File: src/rtl/mult_issue_ctrl.sv
// Issue controller for the parity-protected 16x16 multiplier. Operand pairs are
// buffered in a small FIFO and issued one at a time. Each result is returned with status.
module mult_issue_ctrl #(
    parameter int FIFO_DEPTH     = 4,
    parameter int TIMEOUT_CYCLES = 255
) (
    input  logic        clk,
    input  logic        rst,
    input  logic        in_valid,
    output logic        in_ready,
    input  logic [15:0] in_a,
    input  logic [15:0] in_b,
    input  logic        in_flip_pa,
    input  logic        in_flip_pb,
    output logic        req,
    output logic [15:0] arg_a,
    output logic [15:0] arg_b,
    output logic        arg_a_parity,
    output logic        arg_b_parity,
    input  logic        ack,
    input  logic [31:0] result,
    input  logic        result_parity,
    input  logic        result_rdy,
    input  logic        arg_parity_error,
    output logic        out_valid,
    input  logic        out_ready,
    output logic [31:0] out_result,
    output logic [2:0]  out_status,
    output logic        busy
);
    localparam int AW = $clog2(FIFO_DEPTH);
    localparam int CW = AW + 1;
    localparam int TW = $clog2(TIMEOUT_CYCLES + 1);

    typedef enum logic [1:0] {IDLE, REQ, WAIT_RES, DONE} state_t;

    typedef struct packed {
        logic [15:0] a;
        logic [15:0] b;
        logic        fpa;
        logic        fpb;
    } entry_t;

    entry_t        mem_q [FIFO_DEPTH];
    logic [AW-1:0] wr_ptr_q, rd_ptr_q;
    logic [CW-1:0] count_q;
    logic          push, pop, full, empty;
    entry_t        head;

    state_t        state_q, state_d;
    logic          req_q, req_d;
    logic [15:0]   arg_a_q, arg_a_d, arg_b_q, arg_b_d;
    logic          pa_q, pa_d, pb_q, pb_d;
    logic [TW-1:0] cnt_q, cnt_d, cnt_inc;
    logic          tmo;
    logic          out_valid_q, out_valid_d;
    logic [31:0]   out_result_q, out_result_d;
    logic [2:0]    out_status_q, out_status_d;

    assign full     = (count_q == CW'(FIFO_DEPTH));
    assign empty    = (count_q == '0);
    assign in_ready = !full;
    assign push     = in_valid && in_ready;
    assign pop      = (state_q == IDLE) && !empty && !out_valid_q;
    assign head     = mem_q[rd_ptr_q];

    always_ff @(posedge clk) begin
        if (rst) begin
            wr_ptr_q <= '0;
            rd_ptr_q <= '0;
            count_q  <= '0;
        end else begin
            if (push) wr_ptr_q <= wr_ptr_q + AW'(1);
            if (pop)  rd_ptr_q <= rd_ptr_q + AW'(1);
            count_q <= count_q + CW'(push) - CW'(pop);
        end
    end

    // Storage carries no reset; only the pointers and count define validity.
    always_ff @(posedge clk) begin
        if (push) mem_q[wr_ptr_q] <= {in_a, in_b, in_flip_pa, in_flip_pb};
    end

    // Timeout wins over a same-edge ack/result so the bound is never exceeded.
    assign cnt_inc = cnt_q + TW'(1);
    assign tmo     = (cnt_inc >= TW'(TIMEOUT_CYCLES));

    always_comb begin
        state_d      = state_q;
        req_d        = req_q;
        arg_a_d      = arg_a_q;
        arg_b_d      = arg_b_q;
        pa_d         = pa_q;
        pb_d         = pb_q;
        cnt_d        = cnt_q;
        out_valid_d  = out_valid_q;
        out_result_d = out_result_q;
        out_status_d = out_status_q;
        case (state_q)
            IDLE: begin
                if (pop) begin
                    arg_a_d = head.a;
                    arg_b_d = head.b;
                    pa_d    = (^head.a) ^ head.fpa;
                    pb_d    = (^head.b) ^ head.fpb;
                    req_d   = 1'b1;
                    state_d = REQ;
                end
            end
            REQ, WAIT_RES: begin
                cnt_d = cnt_inc;
                if (tmo) begin
                    req_d        = 1'b0;
                    out_result_d = '0;
                    out_status_d = 3'b100;
                    out_valid_d  = 1'b1;
                    state_d      = DONE;
                end else if ((state_q == REQ && ack && result_rdy) ||
                             (state_q == WAIT_RES && result_rdy)) begin
                    req_d        = 1'b0;
                    out_result_d = result;
                    out_status_d = {1'b0, (^result) != result_parity, arg_parity_error};
                    out_valid_d  = 1'b1;
                    state_d      = DONE;
                end else if (state_q == REQ && ack) begin
                    req_d   = 1'b0;
                    state_d = WAIT_RES;
                end
            end
            DONE: begin
                if (out_ready) begin
                    out_valid_d = 1'b0;
                    cnt_d       = '0;
                    state_d     = IDLE;
                end
            end
            default: state_d = IDLE;
        endcase
    end

    always_ff @(posedge clk) begin
        if (rst) begin
            state_q      <= IDLE;
            req_q        <= 1'b0;
            arg_a_q      <= '0;
            arg_b_q      <= '0;
            pa_q         <= 1'b0;
            pb_q         <= 1'b0;
            cnt_q        <= '0;
            out_valid_q  <= 1'b0;
            out_result_q <= '0;
            out_status_q <= '0;
        end else begin
            state_q      <= state_d;
            req_q        <= req_d;
            arg_a_q      <= arg_a_d;
            arg_b_q      <= arg_b_d;
            pa_q         <= pa_d;
            pb_q         <= pb_d;
            cnt_q        <= cnt_d;
            out_valid_q  <= out_valid_d;
            out_result_q <= out_result_d;
            out_status_q <= out_status_d;
        end
    end

    assign req          = req_q;
    assign arg_a        = arg_a_q;
    assign arg_b        = arg_b_q;
    assign arg_a_parity = pa_q;
    assign arg_b_parity = pb_q;
    assign out_valid    = out_valid_q;
    assign out_result   = out_result_q;
    assign out_status   = out_status_q;
    assign busy         = (state_q != IDLE) || !empty;
endmodule

File: config.mk
export PLATFORM = sky130hd
export DESIGN_NAME = mult_issue_ctrl
export DESIGN_NICKNAME = d
export VERILOG_FILES = /design/src/rtl/mult_issue_ctrl.sv
export SDC_FILE = /design/constraint.sdc
export NUM_CORES = 1
export LEC_CHECK = 0
export BUFFER_PORTS_ARGS = -buffer_cell sky130_fd_sc_hd__buf_2
export CORE_UTILIZATION = 29
export DETAILED_ROUTE_END_ITERATION = 10
export SETUP_SLACK_MARGIN = 0.5
export SYNTH_ARGS = -nofsm -noshare
export SYNTH_HDL_FRONTEND = slang
export SYNTH_SLANG_ARGS = --single-unit
File: constraint.sdc
create_clock -name clk -period 6.6 [get_ports clk]
set_input_delay 0.66 -clock clk [delete_from_list [all_inputs] [get_ports clk]]
set_output_delay 0.66 -clock clk [all_outputs]
set_load 0.02 [all_outputs]
== Word level (Yosys, flattened, before mapping) ==
Memories as Yosys holds them, arrays and structs flattened. A register that Yosys moved wholly into a read port is not among the register bits.
Cells that the tools add are included.

* Reduce and logical (&&, ||, !) cells: 27
* Equal/unequal tests: 9
* Magnitude comparators: 1
* Bitwise gates (word level): 2
* Muxes and demuxes: 25
* Add/sub/neg operators: 5

{| class="wikitable"
|+ Operators by type and width
! kind !! count
|-
| 32-bit two-way mux || 2
|-
| 16-bit XOR reduction || 2
|-
| 32-bit XOR reduction || 1
|-
| 8-bit one-hot mux with 2 select lines || 1
|-
| 2-bit two-way mux || 7
|-
| 1-bit two-way mux || 9
|-
| 3-bit AND reduction || 3
|-
| 8-bit by 1-bit adder with 8-bit output (second input constant) || 1
|-
| 8-bit >= comparator (second input constant) || 1
|-
| 8-bit two-way mux || 1
|-
| 2-bit nonzero test || 4
|-
| 1-bit logical AND || 6
|-
| 3-bit two-way mux || 2
|-
| 2-bit one-hot mux with 3 select lines || 1
|-
| 2-bit AND reduction || 3
|-
| 2-bit by 1-bit adder with 2-bit output (second input constant) || 2
|-
| 2-bit equality test (second input constant) || 2
|-
| 2-bit != test (second input constant) || 2
|-
| 4-bit != test (second input constant) || 1
|-
| 1-bit one-hot mux with 2 select lines || 2
|-
| 3-bit by 1-bit adder with 3-bit output || 1
|-
| 3-bit equality test (second input constant) || 1
|-
| 1-bit logical NOT || 3
|-
| 3-bit logical NOT || 1
|-
| 8 further kinds || 10
|}

* RAM bits: 136
* Word-level logic and storage cells: 83
* Bits of input ports: 74
* Output and inout bits: 73
* Bits in registers: 88
* Memories kept: 1

{| class="wikitable"
|+ Memories
! memory !! words !! width !! read ports !! clocked after memory_dff !! wr ports !! RTL line !! text
|-
| mem_q || 4 || 34 || 1 || 1 || 1 || 44 || <nowiki>entry_t mem_q [FIFO_DEPTH];</nowiki>
|}

== Logic depth before layout (Yosys ltp) ==
Gate-level depths: netlist of run 1.

* Word-level depth: 7
* Depth in mapped cells: 14
* Gate-level depth less buffers: 12

== Worst setup path before layout of run 1 ==
No wires, ideal clock.

* Path type: register -> register
* Start point: register state_q[1]
* End point: register count_q[2]
* Library setup time: 0.128 ns
* Cell stages (with the launch flop): 15
* Data required time: 6.472 ns
* Setup slack: 3.697 ns
* Period minus slack after synthesis: 2.903 ns
* Buffers on the path: 2
* Data arrival time: 2.775 ns
* Path through: dfxtp_1 -> inv_1 -> ha_1 -> or3b_2 -> clkbuf_1 -> inv_2 -> buf_1 -> ha_1 -> inv_1 -> ha_1 -> inv_1 -> fa_1 -> xor2_1 -> xnor2_1 -> nor2_1

* Cells in the longest elaborated chain, start to end: 4

{| class="wikitable"
|+ RTL lines
! what !! RTL line !! text
|-
| start: declaration || 50 || <nowiki>state_t state_q, state_d;</nowiki>
|-
| start signal: assignment || 154 || <nowiki>state_q <= state_d;</nowiki>
|-
| 2-bit logical NOT || 64 || <nowiki>assign pop = (state_q == IDLE) && !empty && !out_valid_q;</nowiki>
|-
| 1-bit logical AND (2 in a row) || 64 ||
|-
| named net pop || 47 || <nowiki>logic push, pop, full, empty;</nowiki>
|-
| 3-bit by 1-bit subtractor with 3-bit output || 75 || <nowiki>count_q <= count_q + CW'(push) - CW'(pop);</nowiki>
|-
| end signal: assignment || 75 ||
|-
| end: declaration || 46 || <nowiki>logic [CW-1:0] count_q;</nowiki>
|}

The timed path passes the listed nets, and every way through them passes these cells.
A chain may end at the register's enable or synchronous reset.

== Worst setup path in the final report of run 1 ==
* Start point: register state_q[1]
* End point: register count_q[2]

* Cells in the longest elaborated chain, start to end: 4

{| class="wikitable"
|+ RTL lines
! what !! RTL line
|-
| 2-bit logical NOT || 64
|-
| 1-bit logical AND (2 in a row) || 64
|-
| 3-bit by 1-bit subtractor with 3-bit output || 75
|}

No other way between the ends.

==> flow_summary.toml, run 1 <==
[finish]
mostFrequentLayoutCells = "buf_2 (145), edfxtp_1 (136), dfxtp_1 (89), nand2_1 (84)"
finish.instance_area_mm2 = 0.0109
leading_cell_type_in_the_layout_fill_and_taps_excluded = "buf_2"
multiInputGateArea_mm2 = 0.00293
final_layout_size_suffix_gt1_share_pct = 29.1
flow.area_growth_from_synthesis_pct = 21.6
fill_count = 2994
layout.nets = 879
ff_latch_area_mm2 = 0.00589

[floorplan]
initial_core_util_pct = 29.4
die_height_um = 178
rows = 64
io_pins = 147
core_area_mm2 = 0.0306
fp.dieArea_mm2 = 0.0317
fp.dieW_um = 178

[place]
gpl.final_weighted_congestion = 0.810
port_buffers = 146
post_dp_cell_area_mm2 = 0.0101
detailed_place_hpwl_mm = 12.7

[route]
highest_layer = "met4"
viasPerCell = 4.56
detailedRoute.firstIterationViolations = 273
routed-via-count = 5514
totalWireLength_mm = 19.8
met2_wirelength_mm = 9.24
ant_nets = 0
detail_route.wl_per_cell_um = 16.4
routed-wl-met3_mm = 1.41
drcViolationCount = 0
wirelength_met1_mm = 8.60
drt_pre_antenna_iters = 4

[yosys]
synth_xor_xnor_area_share_pct = 7.34
synthDistinctLibCells = 44
synthSimpleGateAreaFrac_pct = 7.47
post_synth_fa_ha_maj_area_fraction_pct = 1.89
dominant_combinational_cell_family_by_area_after_synthesis = "multiplexers"
ys_ff_latch = 226
syn_avg_cell_area_um2 = 13.9
synth.net_count = 735
synth-edff-count = 136
compound_gate_portion_of_the_synthesized_area_pct = 6.82
synth.area.mux_share_pct = 8.89
ys_warn_count = 0
gate_count_after_technology_mapping = 648
yosysSeqAreaShare_pct = 65.4
synthesis.area_mm2 = 0.00899
ys_async_sr_fraction_pct = 0
synth_top_flop_cell = "edfxtp_1"

[setup_path]
critical_path_required_ns = 6.98
r2r-end = "count_q[2]"
max_stage_delay_ns = 0.81
timing.reg2reg.worst_path_depth = 12
cp_data_arrival_time_ns = 3.97
crit_path_cell_trace = "inv_1 -> ha_1 -> or3b_2 -> inv_2 -> ha_1 -> inv_1 -> ha_1 -> inv_1 -> fa_1 -> xor2_1 -> xnor2_1 -> nor2_1"
endpoint_kind = "register"
worst_path_dominant_cell_family = "adder cells"
type_of_element_launching_the_critical_path = "register"
worst-path-buf-inv = 4
critical-path-slowest-cell = "or3b_2"
timing.reg2reg.setup_slack_ns = 3.01
r2r-start = "state_q[1]"
worstPathMaxFanout = 37
critical_path_class = "reg2reg"

[pwr]
worst_ir_drop_vdd_mv = 0.239
p_leak_nw = 4.01
power.density_cell_area_mw_per_mm2 = 445

[timing]
final_hold_violation_count = 0
clock-skew-final_ns = 0.00690
timing.final.setup_violations = 0
finalCriticalPeriod_ns = 3.59
final.hold.worst_slack_ns = 0.335
achievable-frequency_mhz = 279
slew-limit-headroom_pct = 30.1
fin_setup_tns_ns = 0
tightestPinTransition_ns = 1.05
number_of_slew_limit_violations_in_the_final_report = 0
period_share_pct = 54.3
rsz0062_at_grt = "false"

[clocking]
cts_inserted_buffers = 25
cts_resized = 0
root_buffer = "clkbuf_16"
clock-sinks = 226
ctsLongestPathBuffers = 3
htree_levels = 1
cts_tree = "done"
cts.clk_slew.worst_paths_ns = 0.06
clock_insertion_delay_worst_skew_ns = 0.54
cts_setup_buffers = 0
cts_hold_buffers = 0

[min_path]
min_delay_path_depth = 1
min-delay-path-class = "in2reg"
hold_path_origin = "in_a[0]"
min_delay_worst_endpoint = "mem_q[0][18]"

[global_route]
overflow = 0
global_route_wire_length_before_repair_mm = 29.9
antenna_found_initial = 4
first_global_vias = 5393
global_route.usage.total_pct = 12.3
grt_max_degree = 90

[flow_run]
cap_viol_max_count = 0

[status]
outcome = "finished clean"
per-layer routing:
metal,track usage (%),up-vias
met2,20.1,179
met5,0,-
met1,15.9,2641
met3,2.92,39
li1,-,2655
met4,4.17,0
cells in the mapped netlist, types with 2 or more instances:
cell | count | area, um^2
a211oi_1 | 2 | 15.0
a21oi_1 | 46 | 230
a22oi_1 | 36 | 270
a31oi_1 | 2 | 12.5
and3_1 | 7 | 43.8
buf_1 | 4 | 15.0
buf_2 | 4 | 20.0
clkbuf_1 | 22 | 82.6
dfxtp_1 | 90 | 1800
edfxtp_1 | 136 | 4080
ha_1 | 12 | 150
inv_1 | 9 | 33.8
mux4_1 | 6 | 158
mux4_2 | 28 | 631
nand2_1 | 84 | 315
nand2b_1 | 2 | 12.5
nand3_1 | 4 | 20.0
nor2_1 | 53 | 199
nor2b_1 | 4 | 25.0
nor3_1 | 3 | 15.0
o21ai_0 | 6 | 30.0
xnor2_1 | 52 | 455
xnor2_2 | 2 | 32.5
xnor3_1 | 3 | 67.6
xor2_1 | 12 | 105
worst reg2reg max path, delay by kind of cell, from the launching register on:
family | cells | cell delay (ns)
xor+xnor | 2 | 0.29
fa+ha+maj | 4 | 1.06
flops | 1 | 0.33
buf+inv | 4 | 0.88
simple gates | 2 | 0.86
cell type report:
| cell class | instances | share of cell area, % |
|---|---|---|
| clock buffers | 28 | 6.00 |
| inverters | 10 | 0.343 |
| diodes | 3 | 0.0686 |
| clock inverters | 18 | 1.51 |
| well taps | 396 | 4.53 |
| multi-input cells | 379 | 26.8 |
| flip-flops and latches | 226 | 53.8 |
| repair buffers | 150 | 6.98 |
stage by stage:
step,power (mW),utilization [%],cells,setup slack [ns]
2_1_floorplan,3.13,-,648,3.70
3_3_place_gp,3.53,33.0,1161,3.06
3_5_place_dp,3.55,33.0,1161,3.01
4_1_cts,4.95,35.7,1207,2.98
5_1_grt,5.15,35.7,1208,2.76
6_report,4.87,35.8,1210,3.01
where the power goes:
part	switching [mW]	leakage (nW)	internal (mW)	total (mW)
clock	0.601	0.403	0.774	1.37
combinational	0.895	1.63	0.729	1.62
sequential	0.135	1.98	1.73	1.87
total	1.63	4.01	3.24	4.87
cells by family after synthesis:
kind of cell,count (synthesis)
xor+xnor,69
fa+ha+maj,13
simple gates,163
flops,226
compound gates,99
mux,35
buf+inv,43
sequential cells by signal, summed over array words and instances (netlist names), 2 cells and up, named ones only:
signal      flops
wr_ptr_q        2
out_status      3
rd_ptr_q        2
arg_b          16
mem_q         136
count_q         3
state_q         2
out_result     32
arg_a          16
cnt_q           8
how the worst max path moves through the flow:
stage,cells after the start,end,startpoint,slack (ns)
after global placement,12,count_q[2],state_q[1],3.06
after floorplan,14,count_q[2],state_q[1],3.70
after detailed placement,12,count_q[2],state_q[1],3.01
after CTS,12,count_q[2],state_q[1],2.98
final,12,count_q[2],state_q[1],3.01
after global routing,12,count_q[2],state_q[1],2.76
No activity file was read; power rests on OpenSTA's default activity.
==> run 2: changes to the inputs <==
==> constraint.sdc (replaced) <==
create_clock -name clk -period 3.51 [get_ports clk]
set_input_delay 0.351 -clock clk [delete_from_list [all_inputs] [get_ports clk]]
set_output_delay 0.351 -clock clk [all_outputs]
set_load 0.02 [all_outputs]
==> run 2 against run 1 <==
Effect of this change: maximum frequency is 33% higher; final area grew 0.17%; final cell count is 0.33% higher; clock power grew 86%; critical endpoint is now arg_a_parity; highest routed layer is now met5.
==> flow_summary.toml, run 2 (synthesis results as in run 1) <==
[status]
outcome = "finished clean"

[clocking]
cts_setup_buffers = 0
cts_inserted_buffers = 25
root_buffer = "clkbuf_16"
htree_levels = 1
clock_insertion_delay_worst_skew_ns = 0.53
cts.clk_slew.worst_paths_ns = 0.06
cts_resized = 0
clock-sinks = 226
cts_tree = "done"
cts_hold_buffers = 0
ctsLongestPathBuffers = 3

[route]
detailedRoute.firstIterationViolations = 236
routed-via-count = 5607
drcViolationCount = 0
ant_nets = 0
drt_pre_antenna_iters = 4
totalWireLength_mm = 19.5
viasPerCell = 4.62
detail_route.wl_per_cell_um = 16.1

[pwr]
power.density_cell_area_mw_per_mm2 = 836
overall_power_after_layout_mw = 9.16
p_leak_nw = 4.02
worst_ir_drop_vdd_mv = 0.429

[floorplan]
fp.dieW_um = 178
die_height_um = 178
fp.dieArea_mm2 = 0.0317
rows = 64
initial_core_util_pct = 29.4
core_area_mm2 = 0.0306
io_pins = 147

[timing]
timing.final.setup_violations = 0
clock-skew-final_ns = 0.0280
fin_setup_tns_ns = 0
rsz0062_at_grt = "false"
setup_ws_post_layout_ns = 0.811
tightestPinTransition_ns = 1.09
number_of_slew_limit_violations_in_the_final_report = 0
achievable-frequency_mhz = 371
period_share_pct = 76.9
final_hold_violation_count = 0
finalCriticalPeriod_ns = 2.70
slew-limit-headroom_pct = 27.7

[setup_path]
type_of_element_launching_the_critical_path = "register"
endpoint = "arg_a_parity"
cp_data_arrival_time_ns = 3.13
worstPathMaxFanout = 19
critical_path_required_ns = 3.94
r2r-end = "arg_a_parity"
timing.reg2reg.worst_path_depth = 8
timing.reg2reg.setup_slack_ns = 0.81
critical_path_class = "reg2reg"
endpoint_kind = "register"

[finish]
multiInputGateArea_mm2 = 0.00293
final_layout_size_suffix_gt1_share_pct = 28.6
fill_count = 3032
flow.area_growth_from_synthesis_pct = 21.8
layout.nets = 883
leading_cell_type_in_the_layout_fill_and_taps_excluded = "buf_2"
mostFrequentLayoutCells = "buf_2 (145), edfxtp_1 (136), dfxtp_1 (89), nand2_1 (84)"
ff_latch_area_mm2 = 0.00589
max_reg_flops = 136
largest_register = "mem_q"

[min_path]
min-delay-path-class = "in2reg"

[place]
placement.setup.worst_slack_ns = 0.767
port_buffers = 146
detailed_place_hpwl_mm = 12.9
gpl.final_weighted_congestion = 0.742

[global_route]
grt.met1_usage_pct = 15.4
global_route.usage.total_pct = 12.2
antenna_found_initial = 4
gr-max-usage-layer = "met2"
first_global_vias = 5517
grt_max_degree = 90
use_met2_pct = 20.7
gr-usage-met3_pct = 3.13
overflow = 0
global_route_wire_length_before_repair_mm = 30.1

[flow_run]
cap_viol_max_count = 0
-- run 2: changes by cell type in the layout (fill, tap and decap cells not counted) --
| cell | before | now |
|---|---|---|
| buf_4 | 5 | 9 |
| clkbuf_1 | 1 | 5 |
| clkinv_1 | 0 | 3 |
| clkinv_2 | 5 | 2 |
| inv_6 | 4 | 1 |
| bufinv_16 | 1 | 2 |
| inv_16 | 1 | 0 |
| inv_4 | 1 | 0 |
-- run 2: area by class of cell --
type / instances / share of cell area (%)
flip-flops and latches: 226 / 53.7
well taps: 396 / 4.52
repair buffers: 154 / 7.24
inverters: 10 / 0.343
clock buffers: 32 / 6.13
clock inverters: 14 / 1.27
multi-input cells: 379 / 26.7
diodes: 3 / 0.0685
-- run 2: how the worst min path moves through the flow --
stage	startpoint	slack, ns	depth (start not counted)	to
2_1_floorplan	in_flip_pb	0.45	0	mem_q[0][0]
3_3_place_gp	arg_a[1]	0.44	2	arg_a[1]
3_5_place_dp	arg_a[15]	0.44	2	arg_a[15]
4_1_cts	in_a[6]	0.01	1	mem_q[1][24]
5_1_grt	in_a[6]	0.02	1	mem_q[1][24]
6_report	in_a[6]	0.03	1	mem_q[0][24]
-- run 2: power breakdown --
part	internal [mW]	leakage (nW)	total (mW)	switching [mW]
logic	1.40	1.65	3.13	1.73
registers	3.26	1.98	3.49	0.227
clock network	1.51	0.386	2.55	1.04
-- run 2: stage by stage --
stage	util, %	std cells	area (um^2)	hold slack, ns
6_report	35.8	1214	11000	0.0346
5_1_grt	35.8	1212	11000	0.0208
4_1_cts	35.8	1211	11000	0.00964
3_5_place_dp	33.1	1165	10100	0.445
3_3_place_gp	33.1	1165	10100	0.444
2_1_floorplan	-	648	8990	0.450
-- run 2: critical path: stages (launching register included) --
cell and delay, ns:
dfxtp_2 0.73, buf_4 0.37, mux4_2 0.56, xnor2_1 0.20
xnor2_1 0.11, xnor2_1 0.24, xnor2_1 0.16, nand2_1 0.08
a21oi_1 0.15
-- run 2: layer usage --
| metal | up-vias | share of wire [%] |
|---|---|---|
| met5 | - | 0.056 |
| met4 | 2 | 1.9 |
| met3 | 31 | 7.6 |
| met2 | 167 | 48 |
| met1 | 2743 | 43 |
| li1 | 2664 | - |
